[src/rtl/alm_pkg.sv]
// Shared definitions for the ALM_SOA5 product accumulator: product width,
// accumulator state encoding and the saturation ceiling helper.
package alm_pkg;

   localparam int ALM_PROD_W = 16;

   typedef enum logic {ACCUM, HOLD} alm_acc_state_t;

   // All-ones value of the given width (1..64), used as the clamp ceiling.
   function automatic logic [63:0] sat_max(input int unsigned width);
      logic [63:0] ones;
      ones = '1;
      return ones >> (64 - width);
   endfunction

endpackage

[src/rtl/alm_sat_add.sv]
// Combinational saturating add of an unsigned product onto the running sum.
// The true sum is formed one bit wider so the carry-out flags the clamp.
module alm_sat_add
   import alm_pkg::*;
#(
   parameter int ACC_W  = 24,
   parameter int PROD_W = ALM_PROD_W
)
(
   input  logic [ACC_W-1:0]  a,
   input  logic [PROD_W-1:0] b,
   output logic [ACC_W-1:0]  sum,
   output logic              ovf
);

   localparam logic [ACC_W-1:0] MAX_VAL = ACC_W'(sat_max(ACC_W));

   logic [ACC_W:0] full;

   always_comb begin
      full = {1'b0, a} + {{(ACC_W + 1 - PROD_W){1'b0}}, b};
      ovf  = full[ACC_W];
      sum  = ovf ? MAX_VAL : full[ACC_W-1:0];
   end

endmodule

[src/rtl/alm_dot_acc.sv]
// Accumulates LEN multiplier products into one saturating unsigned sum and
// presents each finished sum on a valid/ready port.
module alm_dot_acc
   import alm_pkg::*;
#(
   parameter int PROD_W = ALM_PROD_W,
   parameter int ACC_W  = 24,
   parameter int LEN    = 8
)
(
   input  logic              clk,
   input  logic              rst,
   input  logic              clr,
   input  logic [PROD_W-1:0] p_in,
   input  logic              p_valid,
   output logic              p_ready,
   output logic [ACC_W-1:0]  acc_out,
   output logic              acc_valid,
   input  logic              acc_ready,
   output logic              sat
);

   localparam int CNT_W = $clog2(LEN + 1);
   localparam logic [CNT_W-1:0] LAST_CNT = CNT_W'(LEN - 1);

   alm_acc_state_t   state_reg, state_next;
   logic [ACC_W-1:0] acc_reg, acc_next;
   logic [CNT_W-1:0] cnt_reg, cnt_next;
   logic             sat_reg, sat_next;
   logic [ACC_W-1:0] acc_out_reg, acc_out_next;
   logic             sat_out_reg, sat_out_next;

   logic [ACC_W-1:0] add_sum;
   logic             add_ovf;

   alm_sat_add #(
      .ACC_W  (ACC_W),
      .PROD_W (PROD_W)
   ) u_sat_add (
      .a   (acc_reg),
      .b   (p_in),
      .sum (add_sum),
      .ovf (add_ovf)
   );

   always_ff @(posedge clk or posedge rst) begin
      if (rst) begin
         state_reg   <= ACCUM;
         acc_reg     <= '0;
         cnt_reg     <= '0;
         sat_reg     <= 1'b0;
         acc_out_reg <= '0;
         sat_out_reg <= 1'b0;
      end else begin
         state_reg   <= state_next;
         acc_reg     <= acc_next;
         cnt_reg     <= cnt_next;
         sat_reg     <= sat_next;
         acc_out_reg <= acc_out_next;
         sat_out_reg <= sat_out_next;
      end
   end

   always_comb begin
      state_next   = state_reg;
      acc_next     = acc_reg;
      cnt_next     = cnt_reg;
      sat_next     = sat_reg;
      acc_out_next = acc_out_reg;
      sat_out_next = sat_out_reg;
      case (state_reg)
         ACCUM: begin
            // clr wins over an accept in the same cycle; that product is dropped.
            if (clr) begin
               acc_next = '0;
               cnt_next = '0;
               sat_next = 1'b0;
            end else if (p_valid) begin
               if (cnt_reg == LAST_CNT) begin
                  acc_out_next = add_sum;
                  sat_out_next = sat_reg | add_ovf;
                  acc_next     = '0;
                  cnt_next     = '0;
                  sat_next     = 1'b0;
                  state_next   = HOLD;
               end else begin
                  acc_next = add_sum;
                  cnt_next = cnt_reg + 1'b1;
                  sat_next = sat_reg | add_ovf;
               end
            end
         end
         HOLD: begin
            if (acc_ready) begin
               sat_out_next = 1'b0;
               state_next   = ACCUM;
            end
         end
         default: state_next = ACCUM;
      endcase
   end

   assign p_ready   = (state_reg == ACCUM);
   assign acc_valid = (state_reg == HOLD);
   assign acc_out   = acc_out_reg;
   assign sat       = sat_out_reg;

endmodule

[config.mk]
export PLATFORM = sky130hd
export DESIGN_NAME = alm_dot_acc
export DESIGN_NICKNAME = d
export VERILOG_FILES = /design/src/rtl/alm_pkg.sv /design/src/rtl/alm_sat_add.sv /design/src/rtl/alm_dot_acc.sv
export SDC_FILE = /design/constraint.sdc
export NUM_CORES = 1
export LEC_CHECK = 0
export CORE_ASPECT_RATIO = 1.5
export CORE_UTILIZATION = 49
export CTS_BUF_LIST = sky130_fd_sc_hd__clkbuf_4 sky130_fd_sc_hd__clkbuf_8 sky130_fd_sc_hd__clkbuf_16
export DETAILED_ROUTE_END_ITERATION = 10
export HOLD_SLACK_MARGIN = 0.08
export PLACE_DENSITY_LB_ADDON = 0.08
export SLEW_MARGIN = 25
export SYNTH_ARGS = -nofsm -noshare
export SYNTH_HDL_FRONTEND = slang
export SYNTH_HIERARCHICAL = 1
export SYNTH_SLANG_ARGS = --single-unit
[constraint.sdc]
create_clock -name clk -period 2.5 [get_ports clk]
set_clock_uncertainty 0.15 [all_clocks]
set_input_delay 0.5 -clock clk [delete_from_list [all_inputs] [get_ports clk]]
set_output_delay 0.5 -clock clk [all_outputs]
set_load 0.1 [all_outputs]
==> results_dict.tcl <==
set metrics [dict create \
    outcome "complete, but fails checks" \
    violations "negative setup slack" \
    hold_depth 1 \
    track_usage 0.249 \
    final.min_clock_period_ns 2.61 \
    h-tree-depth 2 \
    cp-startpoint "p_in[12]" \
    syn-num-nets 356 \
    fin_crit_sh 1.04 \
    crit_fanout 8 \
    powerDensity_nw_per_um2 554 \
    core_region_area_um2 6490 \
    start_kind "input port" \
    fp.dieArea_um2 7090 \
    wire_per_inst_um 17.4 \
    cts.sinks 55 \
    viasPerCell 5.82 \
    die_w_um 69.1 \
    timing.fmax_mhz 384 \
    holdCritPathClass "register to register" \
    cts_tree "built" \
    yosysSeqAreaShare 0.416 \
    slew_violations 0 \
    start_util 0.510 \
    cap_viol_max_count 0 \
    worst-path-buf-inv 2 \
    hold_ws_ns 0.366 \
    area_growth_pct 44.3 \
    worst_pin_slew_ns 0.554 \
    drive_gt1_frac 0.439 \
    clk_latency_ns 0.32 \
    yosys_warnings 6 \
    ys.flop_type "dfrtp_1" \
    firstDrtPassIters 4 \
    ioPinCount 48 \
    drt_iter0_drc 152 \
    holdPathEnd "acc_out[11]" \
    r2r_slack_ns -0.09 \
    grt_pass1_wl_mm 14.1 \
    place_congestion 0.945 \
    cp.required_ns 2.55 \
    wl_mm 8.89 \
    ir_drop_v 0.000364 \
    antennaDiodeCount 0 \
    ant_nets 0 \
    slew_headroom 0.630 \
    critPathTopFamily "compound AO/OA/AOI/OAI gates" \
    synth.distinct_cells 57 \
    synthesis.instances 317 \
    rows 36 \
    p_leak_nw 2.27 \
    hold_violations 0 \
    clkSlewWorstSetupHoldPaths_ns 0.10 \
    dpl.hpwl_mm 6.24 \
    cp-end-kind "register" \
    final_util 0.736 \
    nets 473 \
    syn-cell-area_um2 3310 \
    grt_pass1_vias 2998 \
    arrival_ns 2.66 \
    min-delay-start "acc_out[11]" \
    setup_viol 34 \
    rr_worst_depth 9 \
    numPortBuffers 47 \
    ys_ff_latch 55 \
    avgSynthCellArea_um2 10.4 \
    vias 2975 \
    reg2reg_to "acc_out[22]" \
    synth_enable_flop_cells 0 \
    clock_path_buffers 2 \
    drc 0 \
    critical_path.cell_chain "clkdlybuf4s50_1, ha_1, o21ai_1, nand2b_1, a31oi_4, a31oi_4, o21bai_4, buf_6, nand2b_1, mux2_2" \
    die_y_um 103 \
    grt_max_degree 26 \
    antenna_found_initial 0 \
    reg2reg_from "acc_reg[7]" \
    cts_root_buf "clkbuf_8" \
    rsz0062_at_grt "true" \
    cpPeakStageDelay_ns 0.41 \
    fin_ws_ns -0.106 \
    async_flop_share 1.00 \
    grt_overflow_total 0 \
    numCtsBuffers 5 \
    worstSetupPathType "input port to register" \
    slowest_stage "clkdlybuf4s50_1" \
]
-- cells by family (layout without fill, tap and decap cells) --
kind of cell,after synthesis,in the layout,share of synthesized area
AO/OA/AOI/OAI,101,101,0.231
AND/OR/NAND/NOR,82,82,0.127
flip-flops,55,55,0.416
multiplexers,26,26,0.0897
buffers and inverters,21,139,0.0288
adder cells (fa/ha/maj),18,18,0.0704
XOR/XNOR,14,14,0.0371
-- through the flow --
stage | setup WS (ns) | area (µm²) | power, mW | setup TNS [ns] | std cells
2_1_floorplan | -0.170 | 3340 | 1.57 | -1.86 | 317
3_3_place_gp | -0.668 | 4250 | 1.90 | -28.57 | 487
3_5_place_dp | -0.721 | 4250 | 1.92 | -31.47 | 487
4_1_cts | -0.0776 | 4580 | 2.53 | -0.167 | 506
5_1_grt | -0.161 | 4770 | 2.79 | -4.34 | 511
6_report | -0.106 | 4770 | 2.65 | -1.85 | 511
-- metal layers --
metal | wire [µm] | GRT usage | part of all wire
met2 | 4800 | 0.482 | 0.54
met3 | 254 | 0.0293 | 0.029
met5 | 0 | 0 | 0
met4 | 283 | 0.0926 | 0.032
met1 | 3550 | 0.279 | 0.40
-- worst max-delay path by stage --
| stage | end | cells after the start |
|---|---|---|
| floorplan | acc_out[20] | 9 |
| global placement | acc_out[20] | 10 |
| detailed placement | acc_out[22] | 10 |
| CTS | acc_out[20] | 9 |
| global route | acc_out[20] | 9 |
| finish | acc_out[1] | 10 |
-- what timing repair did --
action / CTS / global route
endpoints found under the setup margin: 50 / 48
gates cloned: 0 / 1
endpoints found under the hold margin: 0 / 0
buffers inserted: 12 / 7
hold buffers: 0 / 0
gates resized for setup: 37 / 44
pin swaps: 24 / 21
-- final cells by class --
class	instances	area (µm²)
multi-input cells	241	2180
fillers	465	1710
flip-flops and latches	55	1380
repair buffers	123	1000
well taps	76	95.1
clock buffers	5	68.8
inverters	8	30.0
clock inverters	3	25.0
-- power breakdown --
part / total, mW / internal (mW) / switching, mW
registers: 0.994 / 0.945 / 0.0495
clock network: 0.509 / 0.201 / 0.308
logic: 1.14 / 0.553 / 0.588
-- cells in the final DEF (no fill, tap or decap), types with 4 or more instances in the layout --
cell type        instances
buf_4                   98
dfrtp_1                 55
a22o_1                  25
nand2_1                 21
mux2_2                  18
a21oi_1                 14
o21ai_0                  9
o21a_1                   9
ha_4                     9
mux2_4                   8
ha_1                     8
clkdlybuf4s50_1          8
dlygate4sd2_1            8
inv_1                    7
nand2_2                  7
nand3_1                  7
xnor2_1                  7
nand2_4                  7
nand2b_1                 5
clkbuf_8                 5
nand4_1                  5
nor3_1                   5
a21oi_2                  5
xor2_1                   5
nor2_1                   4
clkdlybuf4s15_1          4
o211ai_1                 4
-- Yosys cell counts (all sizes together) (2+ instances only) --
master,n,area share
a211oi,4,0.011
nor3,5,0.0076
clkbuf,5,0.0057
mux2,26,0.090
a31oi,4,0.012
nand3,8,0.012
nor2,7,0.010
o31a,3,0.0079
inv,8,0.0091
nand2b,5,0.0095
nor2b,2,0.0038
o21ai,13,0.021
or3,2,0.0038
xor2,5,0.013
xnor2,9,0.024
a21oi,20,0.031
nand4,5,0.0095
and3,2,0.0038
nand2,35,0.040
o211ai,4,0.0091
o21bai,4,0.010
o21a,9,0.020
buf,8,0.014
ha,17,0.064
a21o,3,0.0068
and2,4,0.0076
dfrtp,55,0.42
a22o,25,0.066
nor3b,2,0.0061
Note: power is estimated with default switching activity, not from simulation.
